File: src/rtl/loss_batch_buffer.sv
// rtl/loss_batch_buffer.sv - collects sample pairs into a batch vector and holds it until the L1 stage acknowledges
// yHat/y are flat buses; entry i occupies bits [i*(IL+FL) +: IL+FL].
module loss_batch_buffer #(
    parameter int IL    = 4,
    parameter int FL    = 16,
    parameter int size  = 16,
    parameter int width = $clog2(size)
) (
    input  logic                        clk,
    input  logic                        reset,
    input  logic                        in_valid,
    output logic                        in_ready,
    input  logic signed [IL+FL-1:0]     in_yhat,
    input  logic signed [IL+FL-1:0]     in_y,
    input  logic                        in_last,
    output logic [size*(IL+FL)-1:0]     yHat,
    output logic [size*(IL+FL)-1:0]     y,
    output logic [width-1:0]            num,
    output logic                        en,
    input  logic                        out_ack
);

    localparam int W = IL + FL;
    // Batch length is capped by what num can express and by the vector length.
    localparam int MAX_CNT = (((2 ** width) - 1) < size) ? ((2 ** width) - 1) : size;
    localparam logic [width-1:0] LAST_IDX = width'(MAX_CNT - 1);

    typedef enum logic {FILL = 1'b0, HOLD = 1'b1} state_t;

    state_t                 state_q, state_d;
    logic [width-1:0]       cnt_q, cnt_d;
    logic signed [W-1:0]    yhat_q [size];
    logic signed [W-1:0]    yhat_d [size];
    logic signed [W-1:0]    y_q    [size];
    logic signed [W-1:0]    y_d    [size];
    logic                   xfer;
    logic                   close_batch;

    assign xfer        = in_valid && in_ready;
    assign close_batch = in_last || (cnt_q == LAST_IDX);

    always_ff @(posedge clk or negedge reset) begin
        if (!reset) begin
            state_q <= FILL;
        end else begin
            state_q <= state_d;
        end
    end

    always_comb begin
        state_d = state_q;
        case (state_q)
            FILL:    if (xfer && close_batch) state_d = HOLD;
            HOLD:    if (out_ack)             state_d = FILL;
            default: state_d = FILL;
        endcase
    end

    always_comb begin
        in_ready = (state_q == FILL);
        en       = (state_q == HOLD);
    end

    always_comb begin
        cnt_d  = cnt_q;
        yhat_d = yhat_q;
        y_d    = y_q;
        if (xfer) begin
            cnt_d = cnt_q + 1'b1;
            for (int i = 0; i < size; i++) begin
                if (cnt_q == i[width-1:0]) begin
                    yhat_d[i] = in_yhat;
                    y_d[i]    = in_y;
                end
            end
        end else if (en && out_ack) begin
            // Clearing on release keeps entries beyond num at zero for the next batch.
            cnt_d = '0;
            for (int i = 0; i < size; i++) begin
                yhat_d[i] = '0;
                y_d[i]    = '0;
            end
        end
    end

    always_ff @(posedge clk or negedge reset) begin
        if (!reset) begin
            cnt_q <= '0;
            for (int i = 0; i < size; i++) begin
                yhat_q[i] <= '0;
                y_q[i]    <= '0;
            end
        end else begin
            cnt_q  <= cnt_d;
            yhat_q <= yhat_d;
            y_q    <= y_d;
        end
    end

    assign num = cnt_q;

    for (genvar g = 0; g < size; g++) begin : g_flat
        assign yHat[g*W +: W] = yhat_q[g];
        assign y[g*W +: W]    = y_q[g];
    end

endmodule
File: config.mk
export PLATFORM = sky130hd
export DESIGN_NAME = loss_batch_buffer
export DESIGN_NICKNAME = d
export VERILOG_FILES = /design/src/rtl/loss_batch_buffer.sv
export SDC_FILE = /design/constraint.sdc
export NUM_CORES = 1
export LEC_CHECK = 0
export ABC_AREA = 0
export CAP_MARGIN = 25
export CORE_AREA = 2 2 271 273
export CTS_CLUSTER_SIZE = 14
export DETAILED_ROUTE_END_ITERATION = 6
export DIE_AREA = 0 0 273 275
export PLACE_DENSITY_LB_ADDON = 0.1
export SYNTH_ARGS = -nofsm -noshare
export SYNTH_HDL_FRONTEND = slang
export SYNTH_SLANG_ARGS = --single-unit
File: constraint.sdc
create_clock -name clk -period 1.5 [get_ports clk]
set_input_delay 0.3 -clock clk [delete_from_list [all_inputs] [get_ports clk]]
set_output_delay 0.3 -clock clk [all_outputs]
set_load 0.02 [all_outputs]
Yosys cells after proc, flatten, opt, wreduce, memory -nomap -nowiden
Index checks and enable logic that the tools add are counted.

Register bits after elaboration: 645.

$add $sub $neg: 1. Equal/unequal tests: 31. Muxes and demuxes: 40. Bitwise operators: 1. Reduce and logical (&&, ||, !) cells: 22.

Operator list (number): 320-bit two-way mux (3); 20-bit two-way mux (32); 4-bit == test, second input constant (8); 2-bit by 1-bit != test with 1-bit output, second input constant (16); 2-bit AND reduction (16); 4-bit by 3-bit == test with 1-bit output, second input constant (4); 4-bit by 2-bit == test with 1-bit output, second input constant (2); 4-bit two-way mux (2); 4-bit by 1-bit adder with 4-bit output, second input constant (1); 4-bit by 1-bit == test with 1-bit output, second input constant (1); 4-bit logical NOT (1); 1-bit logical AND (3); 1-bit two-way mux (2); 1-bit one-hot mux with 2 select lines (1); 2-bit nonzero test (1); 1-bit logical OR (1); 1-bit inverter (1).

Longest topological paths before layout
Gate-level depths: netlist of run 1.

Word-level depth: 5. Depth in mapped cells: 7. Mapped depth without buffers: 4.

Least setup slack after synthesis of run 1
No wires, ideal clock.

Path kind: register to register. Start point: reg cnt_q[0], in the netlist num[0]. End point: reg y_q, in the netlist y[49]. Setup time: 81 ps. Data arrival time: 1700 ps. Setup slack: -281 ps. Cell stages (with the launch flop): 7. Clock period less this slack: 1781 ps. Cell sequence: dfrtp_1 inv_1 ha_1 clkbuf_1 nand2_1 buf_1 mux2i_1.

Cells in the longest elaborated chain, start to end: 3.

RTL lines: start: declaration (RTL line 31) `logic [width-1:0] cnt_q, cnt_d;`; start signal: assignment (RTL line 94) `cnt_q <= cnt_d;`; 4-bit by 2-bit == test with 1-bit output (RTL line 71) `if (cnt_q == i[width-1:0]) begin`; 2-bit by 1-bit != test with 1-bit output (no source line); 2-bit AND reduction (no source line); end signal: assignment (RTL line 96) `y_q <= y_d;`; end: declaration (RTL line 34) `logic signed [W-1:0] y_q [size];`.

Every way passes these cells. A chain may end at the register's enable or synchronous reset.

Worst setup path after layout of run 1
Start point: reg cnt_q[2], in the netlist num[2]. End point: reg yhat_q, in the netlist yHat[38].

Cells in the longest elaborated chain, start to end: 3.

RTL lines: 4-bit by 1-bit == test with 1-bit output (RTL line 71); 2-bit by 1-bit != test with 1-bit output (no source line); 2-bit AND reduction (no source line); end signal: assignment (RTL line 95) `yhat_q <= yhat_d;`; end: declaration (RTL line 32) `logic signed [W-1:0] yhat_q [size];`.

Every way passes these cells.

==> reports/qor.txt, run 1 <==
flops & latches, synth -> 645
HPWL after detailed placement -> 70.4 mm
Final WS setup -> -0.228 ns
Core ar. -> 0.0723 sq mm
Post-Syn Nets -> 2,283
CTS Buf Count -> 72
hold crit path type -> in2async
layout net count -> 3,192
CTS tree -> done
crit path capture type -> register
Post-Syn Area -> 0.0264 sq mm
CTS root buf -> clkbuf_16
DRC viols -> 0
worst vdd ir -> 0.754 mV
unrepaired setup endpoints after global routing -> true
Syn Area/Cell -> 11.8 sq um
grt total ovfl -> 0
Crit Path Class -> reg2reg
Die W -> 273 um
Buffers on Ports -> 690
Initial Utilization -> 36.4%
Max Fanout on Critical Path -> 10
CP required -> 2.00 ns
hold slack -> 0.143 ns
Final setup viols -> 673
share of cells above drive strength 1 -> 36.7%
sw frac -> 31.8%
max-slew violation count -> 0
Max Clock Skew -> 0.0199 ns
die area -> 0.0751 sq mm
failing checks -> setup timing
vias in the first global route -> 21,600
Clock Sinks -> 645
Via Count -> 21,100
Tmin final -> 1.73 ns
relative slew slack -> 68.1%
Syn Inst Count -> 2,234
initial antenna violation count -> 2
outcome -> finished with violations
Ports -> 691
Worst Tran Pin Value -> 0.479 ns
RePlAce Congestion -> 0.823
maximum number of pins on one net before global-route repair -> 86
P_leak -> 23.4 nW
commonest non-fill, non-tap cell in the layout -> nand2_1
1st-iter DRT viols -> 1,592
global-route wire length before repair -> 149 mm
ANT nets after route -> 0
YS warnings -> 0
Yosys cell types -> 24
CP Launch Type -> register
NetSw -> 16.6 mW
htree depth -> 3
most frequent cells in the layout -> nand2_1 (642), dfrtp_1 (638), mux2i_1 (633), buf_2 (374), buf_6 (252)
PwrDens -> 1290 mW/mm^2
Rows -> 99
worst path arrival time -> 2.22 ns
worst-skew pair later-pin latency -> 0.63 ns
pre-CTS WS -> -0.635 ns
fmax -> 579 MHz
sequential fraction of the synthesis area -> 61.2%
Routed wire per std cell -> 27.5 um
power share of the clock group -> 34.4%
drt total wl -> 114 mm
clock slew at reported path FFs -> 0.06 ns
drt via density -> 5.08
Final period util -> 115%
power share of the sequential group -> 39.3%
1st-pass router iterations -> 7
ANT cells -> 0
Global Route Usage Sum -> 26.9%
Comb pwr share -> 26.3%
Final Hold Viols -> 0
clock tree buffer depth -> 3
Area Overhead vs Synth -> 54.0%
total of max-cap violations -> 0
Internal Pwr Total -> 35.6 mW
Die Y -> 275 um
## critical path, stage by stage, from the launching register on
cell       delay [ns]
dfrtp_2          0.48
buf_12           0.15
nor4b_4          0.29
buf_6            0.21
nand2_8          0.13
clkbuf_16        0.22
mux2i_1          0.13
## metal layers
layer	vias up	wire length [um]	part of all wire, %	global-route usage (%)
met4	2	3880	3.4	9.59
met3	186	8160	7.1	7.12
met5	-	13	0.011	0
li1	9164	-	-	-
met1	11000	45300	40	32.8
met2	773	57100	50	46.0
## kinds of logic after synthesis
logic type	after synthesis	synth area share (%)
simple gates	712	10.4
fa+ha+maj	4	0.190
compound gates	4	0.0855
mux	641	24.3
flops	645	61.2
buf+inv	228	3.70
## cells in the mapped netlist, drive strengths merged
cell	n	area, sq um
inv	43	161
buf	91	460
o21ai	2	10.0
and4bb	2	25.0
nor3b	1	12.5
o22ai	1	6.26
nor4b	1	15.0
ha	4	50.1
nand4	1	6.26
or3b	1	8.76
dfrtp	645	16100
nand3	3	15.0
mux2i	641	6420
clkbuf	94	353
nor2	1	3.75
a31oi	1	6.26
nand3b	1	20.0
nand2b	1	6.26
nor3	1	5.00
and4b	1	10.0
nand2	697	2620
nor2b	1	6.26
## worst paths after layout
kind | start | endpoint | slack (ns) | cells past startpoint
worst max-delay path | num[2] | yHat[38] | -0.23 | 6
worst min-delay path | reset | y[70] | 0.14 | 2
worst max register to register | num[2] | yHat[38] | -0.23 | 6
worst min register to register | y[204] | y[204] | 0.52 | 2
max in group asynchronous | reset | yHat[4] | 0.57 | 3
min in group clk | in_yhat[18] | yHat[78] | 0.36 | 3
## timing repair
action | in CTS | in global routing
hold buffers | 1 | 0
setup buffers | 57 | 7
setup endpoints to repair | 1280 | 1007
pin swaps | 2 | 16
cloned | 18 | 76
hold endpoints to repair | 326 | 0
gates resized for setup | 3257 | 126
## power by group through the flow
| stage | combinational, mW | sequential, mW | clock, mW |
|---|---|---|---|
| after floorplan | 3.32 | 22.6 | 0 |
| after global placement | 12.3 | 20.6 | 0 |
| after detailed placement | 12.4 | 20.7 | 0 |
| after CTS | 12.3 | 20.4 | 18.2 |
| after global routing | 14.4 | 20.7 | 19.0 |
| final | 13.7 | 20.5 | 18.0 |
## flip-flops by register name, indices dropped and copies added (netlist names)
register  flops
y           320
en            1
yHat        320
num           4
## metrics by stage
step	TNS [ns]	power (mW)	area, sq um	util (%)	instances
2_1_floorplan	-6.76	25.9	26600	-	2234
3_3_place_gp	-262.09	32.9	36400	50.3	3869
3_5_place_dp	-295.93	33.1	36400	50.3	3869
4_1_cts	-66.63	51.0	38300	52.9	4073
5_1_grt	-118.75	54.1	40600	56.1	4156
6_report	-83.61	52.2	40600	56.1	4156
## layout make-up
| class | instances | area [sq um] |
|---|---|---|
| fillers | 6206 | 31800 |
| flip-flops and latches | 645 | 16100 |
| inverters | 43 | 164 |
| clock inverters | 19 | 226 |
| well taps | 959 | 1200 |
| multi-input cells | 1361 | 9810 |
| repair buffers | 1020 | 10900 |
| clock buffers | 109 | 2170 |
Note: power is estimated with default switching activity, not from simulation.
==> run 2: changes to the inputs <==
MAX_ROUTING_LAYER = met4   (was unset)
==> reports/qor.txt, run 2 (synthesis gave the netlist of run 1 again) <==
crit path capture type -> output port
total power -> 51.6 mW (-1.2%)
RePlAce Congestion -> 0.835 (+1.5%)
Clock Sinks -> 645 (unchanged)
commonest non-fill, non-tap cell in the layout -> nand2_1
Routed met3 length -> 7.50 mm (-8.1%)
outcome -> finished with violations
Worst Tran Pin Value -> 0.505 ns (+0.0261 ns)
hold crit path type -> in2async
share of cells above drive strength 1 -> 35.2% (-1.5 points)
hold slack -> 0.150 ns (+0.00686 ns)
Crit path largest cell delay -> 0.43 ns (-0.05 ns)
failing checks -> setup timing
worst vdd ir -> 0.755 mV (+0.15%)
CP required -> 1.20 ns (-0.80 ns)
ANT nets after route -> 0 (unchanged)
global-route wire length before repair -> 149 mm (about the same)
total of max-cap violations -> 0 (unchanged)
clock slew at reported path FFs -> 0.06 ns (about the same)
layout net count -> 3,157 (-1.1%)
Global Route Usage Sum -> 27.7% (+0.85 points)
fill count -> 6,271 (+1.0%)
CTS root buf -> clkbuf_16
relative slew slack -> 66.3% (-1.7 points)
Ports -> 691 (unchanged)
Core ar. -> 0.0723 sq mm (unchanged)
1st-pass router iterations -> 5 (-2)
Buffers on Ports -> 690 (unchanged)
Max Clock Skew -> 0.0165 ns (-0.00343 ns)
Max Fanout on Critical Path -> 3 (-7)
Rows -> 99 (unchanged)
Tmin final -> 1.70 ns (-0.0266 ns)
R2R Setup Slk -> -0.19 ns (+0.04 ns)
Crit Path Class -> reg2out
DRC viols -> 0 (unchanged)
CP Launch Type -> register
Area Overhead vs Synth -> 50.3%
Die Y -> 275 um (unchanged)
htree depth -> 3 (unchanged)
RR Startpoint -> num[0]
Buf/Inv on CP -> 3 (unchanged)
Reg2Reg Depth -> 8 (+2)
P_leak -> 23.0 nW (-1.9%)
CTS Buf Count -> 72 (unchanged)
Final Hold Viols -> 0 (unchanged)
Final period util -> 113% (-1.8 points)
die area -> 0.0751 sq mm (unchanged)
CTS tree -> done
Routed wire per std cell -> 26.5 um (-3.6%)
drt total wl -> 109 mm (-4.4%)
crit path max-delay cell type -> dfrtp_2
fmax -> 588 MHz (+1.6%)
Via Count -> 20,900 (-1.2%)
FF-to-FF End -> y[234]
1st-iter DRT viols -> 1,416 (-11%)
max-slew violation count -> 0 (unchanged)
pre-CTS WS -> -0.635 ns (unchanged)
cell mode on critical path -> buf_6
critical path launch point -> num[1]
CP top delay family -> flip-flops
most frequent cells in the layout -> nand2_1 (664), dfrtp_1 (638), mux2i_1 (636), buf_2 (374), buf_6 (240)
maximum number of pins on one net before global-route repair -> 86 (unchanged)
met1 WL -> 44.0 mm (-3.0%)
Final setup viols -> 664 (-1.3%)
worst path arrival time -> 1.40 ns (-0.82 ns)
PwrDens -> 1300 mW/mm^2 (+1.3%)
Initial Utilization -> 36.4% (unchanged)
Final WS setup -> -0.202 ns (+0.0266 ns)
Levels on crit path -> 3 (-3)
DR WL met2 -> 54.1 mm (-5.3%)
unrepaired setup endpoints after global routing -> true
grt total ovfl -> 0 (unchanged)
clock tree buffer depth -> 3 (unchanged)
Die W -> 273 um (unchanged)
drt via density -> 5.06 (-0.41%)
vias in the first global route -> 21,600 (-0.18%)
top layer in use -> met4
initial antenna violation count -> 2 (unchanged)
critical path, cell by cell -> buf_6, buf_6, buf_6
CP endpoint -> num[1]
worst-skew pair later-pin latency -> 0.62 ns (about the same)
HPWL after detailed placement -> 70.4 mm (unchanged)
run 2: cell types whose count changed in the layout (fill, tap and decap cells not counted), sizes merged:
cell / change
clkbuf: -21
buf: -14
diode: +1
run 2: worst min path at each step:
stage,cells past startpoint,from,endpoint
after detailed placement,1,reset,y[70]
after floorplan,0,reset,en
final,2,reset,y[230]
after global routing,2,reset,y[70]
after CTS,2,reset,y[70]
after global placement,1,reset,y[70]
run 2: stage by stage:
| stage | cells | utilization, % | cell area (sq um) | setup TNS (ns) |
|---|---|---|---|---|
| 4_1_cts | 4073 | 52.9 | 38300 | -66.63 |
| 5_1_grt | 4122 | 54.8 | 39600 | -107.09 |
| 2_1_floorplan | 2234 | - | 26600 | -6.76 |
| 3_5_place_dp | 3869 | 50.3 | 36400 | -295.93 |
| 6_report | 4122 | 54.8 | 39600 | -66.93 |
| 3_3_place_gp | 3869 | 50.3 | 36400 | -262.09 |
run 2: final cells by class:
| cell class | count | area [sq um] | area share (%) |
|---|---|---|---|
| repair buffers | 985 | 10100 | 25.5 |
| flip-flops and latches | 645 | 16100 | 40.8 |
| inverters | 43 | 164 | 0.414 |
| clock buffers | 109 | 2170 | 5.49 |
| diodes | 1 | 2.50 | 0.00632 |
| multi-input cells | 1361 | 9600 | 24.2 |
| clock inverters | 19 | 226 | 0.572 |
| well taps | 959 | 1200 | 3.03 |
run 2: report_power, final:
| group | switching (mW) | total [mW] | internal [mW] |
|---|---|---|---|
| Clock | 7.38 | 17.9 | 10.6 |
| Combinational | 7.59 | 13.1 | 5.56 |
| Sequential | 1.31 | 20.5 | 19.2 |
run 2: worst register-to-register path, delay by kind of cell, from the launching register on:
kind	cells	cell delay, ns
buffers and inverters	4	0.55
flip-flops	1	0.41
AND/OR/NAND/NOR	2	0.26
multiplexers	1	0.22
adder cells (fa/ha/maj)	1	0.17
run 2: routing by layer:
layer | up-vias | GRT usage, %
li1 | 9096 | -
met1 | 10900 | 33.0
met2 | 727 | 46.0
met3 | 192 | 6.70
met4 | 0 | 9.68
met5 | - | -
run 2: timing repair:
action                                  in CTS  in global routing
hold buffers                                 1                  0
hold endpoints to repair                   326                  0
cloned                                      18                 43
endpoints found under the setup margin    1280                994
gates resized for setup                   3257                 66
setup buffers                               57                  5
pin swaps                                    2                  7
==> run 3: changes to the inputs <==
CORE_AREA = 2 2 268 270   (was 2 2 271 273)
DIE_AREA = 0 0 270 272   (was 0 0 273 275)
==> reports/qor.txt, run 3 (synthesis gave the netlist of run 1 again) <==
outcome -> finished with violations
failing checks -> DRC, setup timing
clock tree buffer depth -> 3 (unchanged)
area of the multi-input gates -> 0.0103 sq mm (+6.8%)
hold crit path type -> in2async
Ports -> 691 (unchanged)
crit path max-delay cell type -> dfrtp_2
vias in the first global route -> 21,800 (+0.99%)
die area -> 0.0734 sq mm (-2.2%)
Initial Utilization -> 37.2% (+0.82 points)
max-slew violation count -> 0 (unchanged)
Rows -> 98 (-1.0%)
ANT nets after route -> 0 (unchanged)
Post-Route Utilization -> 57.9% (+3.1 points)
hold slack -> 0.136 ns (-0.0143 ns)
fill count -> 5,976 (-4.7%)
Die W -> 270 um (-1.1%)
worst-skew pair later-pin latency -> 0.60 ns (-0.02 ns)
HPWL after detailed placement -> 71.6 mm (+1.7%)
dpl cells -> 3,856 (-0.34%)
CP top delay family -> simple AND/OR/NAND/NOR gates
drt via density -> 5.17 (+2.2%)
Final period util -> 117% (+3.5 points)
initial antenna violation count -> 2 (unchanged)
Via Count -> 21,500 (+3.2%)
RePlAce Congestion -> 0.866 (+3.7%)
1st-iter DRT viols -> 1,420 (+0.28%)
crit path capture type -> register
Buf/Inv on CP -> 3 (unchanged)
Crit Path Class -> reg2reg
R2R Setup Slk -> -0.25 ns (-0.06 ns)
share of cells above drive strength 1 -> 39.2% (+4.1 points)
PwrDens -> 1280 mW/mm^2 (-1.9%)
total of max-cap violations -> 0 (unchanged)
worst vdd ir -> 0.803 mV (+6.4%)
Setup TNS -> -96.20 ns (-29.27 ns)
Max Fanout on Critical Path -> 6 (+3)
htree depth -> 3 (unchanged)
Register Area -> 0.0162 sq mm (about the same)
commonest non-fill, non-tap cell in the layout -> dfrtp_1
Worst Tran Pin Value -> 0.580 ns (+0.0746 ns)
Tmin final -> 1.75 ns (+0.0532 ns)
layout net count -> 3,212 (+1.7%)
CP required -> 1.99 ns (+0.79 ns)
total power -> 52.3 mW (+1.4%)
post-route cell area -> 0.0410 sq mm (+3.4%)
fmax -> 570 MHz (-3.0%)
P_leak -> 23.7 nW (+3.2%)
Layout Cells excl Fill -> 4,163 (+0.99%)
cell mode on critical path -> buf_12
dpl cell area -> 0.0363 sq mm (-0.20%)
Final setup viols -> 669 (+0.75%)
FF-to-FF End -> y[272]
drt total wl -> 119 mm (+8.5%)
clock slew at reported path FFs -> 0.06 ns (about the same)
Final WS setup -> -0.255 ns (-0.0532 ns)
Crit path largest cell delay -> 0.46 ns (+0.03 ns)
CTS Buf Count -> 72 (unchanged)
CTS root buf -> clkbuf_16
critical path, cell by cell -> buf_4, and4b_4, buf_12, nand2_8, buf_12, mux2i_2
Core ar. -> 0.0708 sq mm (-2.2%)
worst path arrival time -> 2.25 ns (+0.85 ns)
CP Launch Type -> register
RR Startpoint -> en
1st-pass router iterations -> 7 (+2)
Buffers on Ports -> 690 (unchanged)
unrepaired setup endpoints after global routing -> true
CTS tree -> done
Final Hold Viols -> 0 (unchanged)
Max Clock Skew -> 0.0190 ns (+0.00244 ns)
Die Y -> 272 um (-1.1%)
pre-CTS WS -> -0.769 ns (-0.135 ns)
global-route wire length before repair -> 153 mm (+2.8%)
Routed wire per std cell -> 28.5 um (+7.4%)
Clock Sinks -> 645 (unchanged)
Area Overhead vs Synth -> 55.4%
grt total ovfl -> 0 (unchanged)
most frequent cells in the layout -> dfrtp_1 (637), mux2i_1 (625), nand2_1 (581), buf_2 (482), buf_6 (171)
Global Route Usage Sum -> 29.1% (+1.4 points)
relative slew slack -> 61.4% (-5.0 points)
DRC viols -> 5 (+5)
maximum number of pins on one net before global-route repair -> 100 (+16%)
Reg2Reg Depth -> 6 (-2)
run 3: how the worst max path moves through the flow:
stage / startpoint / endpoint / cells after the start
after floorplan: en / yHat[149] / 6
after global placement: in_valid / y[17] / 7
after detailed placement: in_valid / y[117] / 7
after CTS: en / yHat[239] / 8
after global routing: en / yHat[78] / 7
final: en / y[272] / 6
run 3: report_power, final:
| part | switching, mW | total [mW] | leakage (nW) | internal, mW |
|---|---|---|---|---|
| registers | 1.29 | 20.5 | 8.94 | 19.2 |
| logic | 8.18 | 14.1 | 13.6 | 5.89 |
| clock network | 7.27 | 17.8 | 1.15 | 10.5 |
| total | 16.7 | 52.3 | 23.7 | 35.6 |
run 3: layer usage:
| metal | routed length (um) | track usage [%] | vias up | part of all wire [%] |
|---|---|---|---|---|
| li1 | - | - | 9215 | - |
| met1 | 47100 | 34.5 | 11300 | 40 |
| met4 | 4510 | 10.3 | 0 | 3.8 |
| met2 | 59100 | 48.4 | 818 | 50 |
| met5 | 0 | - | - | 0 |
| met3 | 8040 | 7.15 | 210 | 6.8 |
run 3: timing repair:
action                                  4_1_cts  5_1_grt
pin swaps                                     8       59
setup buffers                                46       24
hold buffers                                  1        0
endpoints found under the setup margin     1282      793
gates resized for setup                    3137      235
gates cloned                                 29       90
hold endpoints to repair                    248        0
run 3: layout make-up:
class | instances | share of cell area [%]
tap | 950 | 2.90
clock buffer | 105 | 5.20
inverter | 43 | 0.400
clock inverter | 17 | 0.510
antenna | 2 | 0.0122
sequential | 645 | 39.4
timing repair buffer | 1039 | 26.5
multi-input combinational | 1362 | 25.0
